[config.mk]
export PLATFORM = sky130hd
export DESIGN_NAME = dpll_bitsync_ctrl_flat
export DESIGN_NICKNAME = d
export VERILOG_FILES = /design/src/rtl/dpll_bitsync_ctrl_if.sv /design/src/rtl/dpll_bitsync_ctrl.sv /design/src/flat_wrapper.sv
export SDC_FILE = /design/constraint.sdc
export NUM_CORES = 1
export LEC_CHECK = 0
export ABC_AREA = 0
export BUFFER_PORTS_ARGS = -buffer_cell sky130_fd_sc_hd__buf_4
export CAP_MARGIN = 40
export CORE_AREA = 2 2 39 41
export DETAILED_ROUTE_END_ITERATION = 6
export DIE_AREA = 0 0 41 43
export PLACE_DENSITY_LB_ADDON = 0.15
export SLEW_MARGIN = 5
export SYNTH_ARGS = -nofsm -noshare
export SYNTH_HDL_FRONTEND = slang
export SYNTH_SLANG_ARGS = --single-unit
[constraint.sdc]
create_clock -name clk32 -period 4.07 [get_ports clk32]
set_input_delay 0.6105 -clock clk32 [delete_from_list [all_inputs] [get_ports clk32]]
set_output_delay 0.6105 -clock clk32 [all_outputs]
set_load 0.03 [all_outputs]
[src/rtl/dpll_bitsync_ctrl_if.sv]
// Bit-sync loop signal bundle: quadrature pulse trains and sampled data in,
// recovered bit clock, correction strobes and lock flag out.
// master = pulse generator / data source side, slave = dpll_bitsync_ctrl.
interface dpll_bitsync_ctrl_if;
  logic clk_d1;
  logic clk_d2;
  logic din;
  logic bit_clk;
  logic corr_add;
  logic corr_ded;
  logic locked;

  modport master (
    output clk_d1, clk_d2, din,
    input  bit_clk, corr_add, corr_ded, locked
  );

  modport slave (
    input  clk_d1, clk_d2, din,
    output bit_clk, corr_add, corr_ded, locked
  );
endinterface

[src/rtl/dpll_bitsync_ctrl.sv]
// Digital PLL bit synchroniser, consumer end of the dual-phase clock generator.
// Data transitions are classified lead/lag against the local divider phase;
// a lag inserts the clk_d2 pulse, a lead deducts the next clk_d1 pulse ahead
// of the modulo-DIV divider that produces bit_clk.
// Optional lock detector enabled by defining DPLL_LOCK_DET_EN; without it
// locked is tied low and LOCK_WIN / LOCK_THR have no effect.
//
// Pending-correction FSM:
//   state   | meaning
//   ST_IDLE | no correction pending; clk_d1 forwarded, clk_d2 dropped
//   ST_ADD  | local clock late; next clk_d2 is forwarded as an extra pulse
//   ST_DED  | local clock early; next clk_d1 is swallowed
//   ST_BOTH | conflicting edges seen before either was applied; cancel both
module dpll_bitsync_ctrl #(
  parameter int DIV      = 8,
  parameter int LOCK_WIN = 32,
  parameter int LOCK_THR = 8
) (
  input  logic              clk32,
  input  logic              rst_n,
  dpll_bitsync_ctrl_if.slave bus
);

  localparam int CW = (DIV > 1) ? $clog2(DIV) : 1;
  localparam logic [CW-1:0] CNT_HALF = CW'(DIV / 2);
  localparam logic [CW-1:0] CNT_LAST = CW'(DIV - 1);

  typedef enum logic [1:0] {
    ST_IDLE = 2'd0,
    ST_ADD  = 2'd1,
    ST_DED  = 2'd2,
    ST_BOTH = 2'd3
  } pend_state_e;

  pend_state_e   state_q, state_d;
  logic [CW-1:0] cnt_q, cnt_d;
  logic          din_q;
  logic          din_edge;
  logic          late;
  logic          fwd;
  logic          add_d, ded_d;
  logic          bit_clk_q, corr_add_q, corr_ded_q;

  assign din_edge = bus.din ^ din_q;
  // An edge in the first half of the bit means the local clock is lagging.
  assign late     = (cnt_q < CNT_HALF);

  // Pending-correction state register.
  always_ff @(posedge clk32 or negedge rst_n) begin
    if (!rst_n) state_q <= ST_IDLE;
    else        state_q <= state_d;
  end

  // Next pending state, pulse gating and divider next value.
  // A flag consumed by its pulse is cleared even if a same-type edge arrives
  // in that cycle: that edge was already covered by the flag being applied.
  always_comb begin
    state_d = state_q;
    fwd     = 1'b0;
    add_d   = 1'b0;
    ded_d   = 1'b0;
    case (state_q)
      ST_IDLE: begin
        fwd = bus.clk_d1;
        if (din_edge) state_d = late ? ST_ADD : ST_DED;
      end
      ST_ADD: begin
        fwd   = bus.clk_d1 | bus.clk_d2;
        add_d = bus.clk_d2;
        if (!bus.clk_d2 && din_edge && !late) state_d = ST_BOTH;
        else if (!bus.clk_d2)                 state_d = ST_ADD;
        else if (din_edge && !late)           state_d = ST_DED;
        else                                  state_d = ST_IDLE;
      end
      ST_DED: begin
        fwd   = 1'b0;
        ded_d = bus.clk_d1;
        if (!bus.clk_d1 && din_edge && late) state_d = ST_BOTH;
        else if (!bus.clk_d1)                state_d = ST_DED;
        else if (din_edge && late)           state_d = ST_ADD;
        else                                 state_d = ST_IDLE;
      end
      ST_BOTH: begin
        fwd     = bus.clk_d1;
        state_d = ST_IDLE;
      end
      default: state_d = ST_IDLE;
    endcase
    if (fwd) cnt_d = (cnt_q == CNT_LAST) ? '0 : cnt_q + 1'b1;
    else     cnt_d = cnt_q;
  end

  // Edge-detect register, divider and registered outputs.
  always_ff @(posedge clk32 or negedge rst_n) begin
    if (!rst_n) begin
      din_q      <= 1'b0;
      cnt_q      <= '0;
      bit_clk_q  <= 1'b0;
      corr_add_q <= 1'b0;
      corr_ded_q <= 1'b0;
    end else begin
      din_q      <= bus.din;
      cnt_q      <= cnt_d;
      bit_clk_q  <= (cnt_d >= CNT_HALF);
      corr_add_q <= add_d;
      corr_ded_q <= ded_d;
    end
  end

  assign bus.bit_clk  = bit_clk_q;
  assign bus.corr_add = corr_add_q;
  assign bus.corr_ded = corr_ded_q;

`ifdef DPLL_LOCK_DET_EN
  localparam int WW  = $clog2(LOCK_WIN + 1);
  localparam int CCW = $clog2(LOCK_THR + 2);
  localparam logic [WW-1:0]  WIN_LAST = WW'(LOCK_WIN - 1);
  localparam logic [CCW-1:0] CORR_THR = CCW'(LOCK_THR);
  localparam logic [CCW-1:0] CORR_SAT = CCW'(LOCK_THR + 1);

  logic [WW-1:0]  win_cnt_q;
  logic [CCW-1:0] corr_cnt_q;
  logic           bit_clk_prev_q;
  logic           locked_q;
  logic           bit_rise;
  logic           corr_evt;

  assign bit_rise = bit_clk_q & ~bit_clk_prev_q;
  assign corr_evt = corr_add_q | corr_ded_q;

  // Windowed correction count; the verdict only moves at window ends.
  // The corrector saturates one above the threshold, enough to say "too many".
  always_ff @(posedge clk32 or negedge rst_n) begin
    if (!rst_n) begin
      win_cnt_q      <= '0;
      corr_cnt_q     <= '0;
      bit_clk_prev_q <= 1'b0;
      locked_q       <= 1'b0;
    end else begin
      bit_clk_prev_q <= bit_clk_q;
      if (bit_rise && (win_cnt_q == WIN_LAST)) begin
        locked_q   <= (corr_cnt_q <= CORR_THR);
        win_cnt_q  <= '0;
        corr_cnt_q <= '0;
      end else begin
        if (bit_rise) win_cnt_q <= win_cnt_q + 1'b1;
        if (corr_evt && (corr_cnt_q != CORR_SAT)) corr_cnt_q <= corr_cnt_q + 1'b1;
      end
    end
  end

  assign bus.locked = locked_q;
`else
  logic unused_lock_cfg;
  assign unused_lock_cfg = ^{LOCK_WIN, LOCK_THR};
  assign bus.locked      = 1'b0;
`endif

endmodule

[src/flat_wrapper.sv]
// flat-port wrapper written by rule: the top's interface ports become plain ports
module dpll_bitsync_ctrl_flat 
#(
  parameter int DIV      = 8,
  parameter int LOCK_WIN = 32,
  parameter int LOCK_THR = 8
)
  (clk32, rst_n, bus_clk_d1, bus_clk_d2, bus_din, bus_bit_clk, bus_corr_add, bus_corr_ded, bus_locked);
  dpll_bitsync_ctrl_if bus_i ();
  input  logic clk32;
  input  logic rst_n;
  input wire logic [$bits(bus_i.clk_d1)-1:0] bus_clk_d1;
  input wire logic [$bits(bus_i.clk_d2)-1:0] bus_clk_d2;
  input wire logic [$bits(bus_i.din)-1:0] bus_din;
  output wire logic [$bits(bus_i.bit_clk)-1:0] bus_bit_clk;
  output wire logic [$bits(bus_i.corr_add)-1:0] bus_corr_add;
  output wire logic [$bits(bus_i.corr_ded)-1:0] bus_corr_ded;
  output wire logic [$bits(bus_i.locked)-1:0] bus_locked;
  assign bus_i.clk_d1 = bus_clk_d1;
  assign bus_i.clk_d2 = bus_clk_d2;
  assign bus_i.din = bus_din;
  assign bus_bit_clk = bus_i.bit_clk;
  assign bus_corr_add = bus_i.corr_add;
  assign bus_corr_ded = bus_i.corr_ded;
  assign bus_locked = bus_i.locked;
  dpll_bitsync_ctrl #(.DIV(DIV), .LOCK_WIN(LOCK_WIN), .LOCK_THR(LOCK_THR)) u_core (.clk32(clk32), .rst_n(rst_n), .bus(bus_i));
endmodule
==> results.json <==
{
  "irDropWorstVdd_uv": 231,
  "drc": 0,
  "grt_antenna_before_repair": 0,
  "crit_path_max_fanout": 5,
  "drt-vias-per-instance": 4.68,
  "avg_inst_size_synth_um2": 11.0,
  "kind_of_critical_path": "register to output port",
  "die_area_um2": 1760,
  "vias": 295,
  "timing.critical_path.slowest_stage_cell": "sky130_fd_sc_hd__dfrtp_1",
  "synth_edf_count": 0,
  "synth_top_area_share_pct": 47.8,
  "antenna_cells": 0,
  "synth_seq_cells": 8,
  "clock-sinks": 8,
  "ant_nets": 0,
  "io_buffers": 7,
  "cts_repair_resize_count": 0,
  "io-pin-count": 9,
  "number_of_global_route_vias_before_repair": 295,
  "cts.repair_timing.setup_buffer_count": 0,
  "post_route_cells_drive_above_1_share_pct": 29.8,
  "overflow_left_after_global_routing": 0,
  "clkSlewWorstSetupHoldPaths_ps": 50,
  "regArea_um2": 200,
  "netlist_top_cells_area": "sky130_fd_sc_hd__dfrtp_1, sky130_fd_sc_hd__ha_1, sky130_fd_sc_hd__mux2_2",
  "cts_max_path_buffers": 2,
  "hold_violations": 0,
  "crit_path_start_kind": "register",
  "synth_flop_cell": "sky130_fd_sc_hd__dfrtp_1",
  "synth_seq_area_share_pct": 47.8,
  "cts_root_buffer": "sky130_fd_sc_hd__clkbuf_4",
  "cap_viol_max_count": 0,
  "design.final.nets": 59,
  "endpoint_required_time_on_the_critical_path_ps": 3460,
  "timing.hold.worst.class": "input pin to asynchronous set/reset pin",
  "critical_path.reg2reg.startpoint": "u_core.state_q[0]",
  "drt-initial-drc-count": 3,
  "wirelength_um": 763,
  "post_cts_hold_buffer_count": 0,
  "cts_inserted_buffers": 3,
  "multiInputGateArea_um2": 196,
  "yosysUniqueCellTypes": 18,
  "maxSlewViolCount": 0,
  "place_hpwl_um": 617,
  "regToRegSetupSlack_ps": 2650,
  "max_freq_mhz": 686,
  "timing.critical_path.buf_inv": 1,
  "netSwitchingPower_w": 0.000133,
  "utilization_pct": 36.6,
  "power_per_cell_area_nw_per_um2": 712,
  "worst_setup_path_end_kind": "output port",
  "leakagePower_nw": 0.257,
  "syn_area_um2": 419,
  "final_setup_violation_count": 0,
  "outcome": "completed",
  "grt_first_pass_wirelength_um": 1240,
  "power.sequential.fraction_pct": 36.2,
  "synth_fp_nets": 48,
  "placementRows": 14,
  "cts_tree": "yes",
  "clkLatencyLatePin_ps": 250,
  "layout_min_cycle_time_ps": 1460,
  "yosys_warnings": 0,
  "dieHeight_um": 43,
  "chipWidth_um": 41,
  "core-area_um2": 1380,
  "crit_path_cell_trace": "buf_4",
  "grt_setup_unrepaired": "false",
  "grt_use_total_pct": 10.8,
  "reg2regPathDepth": 4,
  "cell_internal_pwr_w": 0.000228,
  "p_sw_share_pct": 36.9,
  "n_fill_cell": 156,
  "clock_power_share_pct": 16.5,
  "netlist_instances": 38,
  "yosysTopAreaCell": "sky130_fd_sc_hd__dfrtp_1",
  "maximum_number_of_pins_on_one_net_before_global_route_repair": 9,
  "final_common_cell": "sky130_fd_sc_hd__dfrtp_1",
  "pwr-share-comb_pct": 47.4,
  "layout_common_cells": "sky130_fd_sc_hd__dfrtp_1, sky130_fd_sc_hd__buf_4, sky130_fd_sc_hd__ha_1, sky130_fd_sc_hd__inv_1, sky130_fd_sc_hd__nor2_1",
  "slowest_delay_ps": 410,
  "cp_data_arrival_time_ps": 850,
  "tns_ps": 0,
  "first_pass_iters": 4,
  "starting_utilization_of_the_core_area_pct": 30.3,
  "routed_wire_length_per_instance_um": 12.1,
  "cp_top_family": "flip-flops",
  "ys_async_sr_fraction_pct": 100,
  "period_share_pct": 35.8,
  "h-tree-depth": 1,
  "gp_congestion": 0.672,
  "area_overhead_of_the_layout_relative_to_synthesis_pct": 20.9,
  "finClkSkew_ps": 0.794
}
[cell families (layout without fill, tap and decap cells)]
kind of cell	Yosys count	count (layout)	share of synthesized area, %
AOI/OAI and AO/OA	5	5	8.66
xor gates and xnor gates	1	1	2.09
adders and majority gates	5	5	14.9
buffers and inverters	5	14	5.37
DFF	8	8	47.8
muxes	3	3	8.06
other	1	1	0.895
and+or+nand+nor	10	10	12.2
[layer usage]
metal / GRT usage, % / wire (um) / up-vias
met5: 0 / 0 / -
met4: 6.00 / 4 / 0
met3: 3.66 / 62 / 2
met2: 16.6 / 397 / 8
met1: 12.5 / 299 / 140
li1: - / - / 145
[cell usage after synthesis, types with 2 or more instances]
cell type                 n
sky130_fd_sc_hd__inv_1    4
sky130_fd_sc_hd__mux2_2   3
sky130_fd_sc_hd__dfrtp_1  8
sky130_fd_sc_hd__and2_1   2
sky130_fd_sc_hd__nor2_1   4
sky130_fd_sc_hd__ha_1     5
[final cells by class]
| class | instances | share of cell area [%] |
|---|---|---|
| Multi-Input combinational cell | 25 | 38.8 |
| Tap cell | 16 | 3.95 |
| Clock buffer | 3 | 4.44 |
| Sequential cell | 8 | 39.5 |
| Timing Repair Buffer | 7 | 10.4 |
| Inverter | 4 | 2.96 |
[metrics by stage]
step | std cells | total power, W | hold WS, ps | instance area [um^2] | worst slack, ps
6_report | 63 | 0.000361 | 171 | 507 | 2610
5_1_grt | 63 | 0.000396 | 166 | 507 | 2560
4_1_cts | 63 | 0.000369 | 167 | 507 | 2600
3_5_place_dp | 60 | 0.000307 | 438 | 484 | 2610
3_3_place_gp | 60 | 0.000295 | 434 | 484 | 2640
2_1_floorplan | 38 | 0.000257 | 315 | 419 | 2760
[worst max path at each step]
stage,from,endpoint,cells past startpoint,slack (ps)
6_report,register,bus_bit_clk,1,2610
5_1_grt,u_core.state_q[0],register,4,2560
4_1_cts,register,bus_bit_clk,1,2600
3_5_place_dp,bus_din,u_core.state_q[0],4,2610
3_3_place_gp,bus_clk_d1,register,4,2640
2_1_floorplan,u_core.state_q[0],register,4,2760
[power groups by stage]
stage / clock network, W / logic, W / registers, W
2_1_floorplan: 0 / 0.000112 / 0.000145
3_3_place_gp: 0 / 0.000165 / 0.000130
3_5_place_dp: 0 / 0.000175 / 0.000132
4_1_cts: 0.0000631 / 0.000175 / 0.000131
5_1_grt: 0.0000664 / 0.000194 / 0.000135
6_report: 0.0000595 / 0.000171 / 0.000130
No activity file was read; power rests on OpenSTA's default activity.
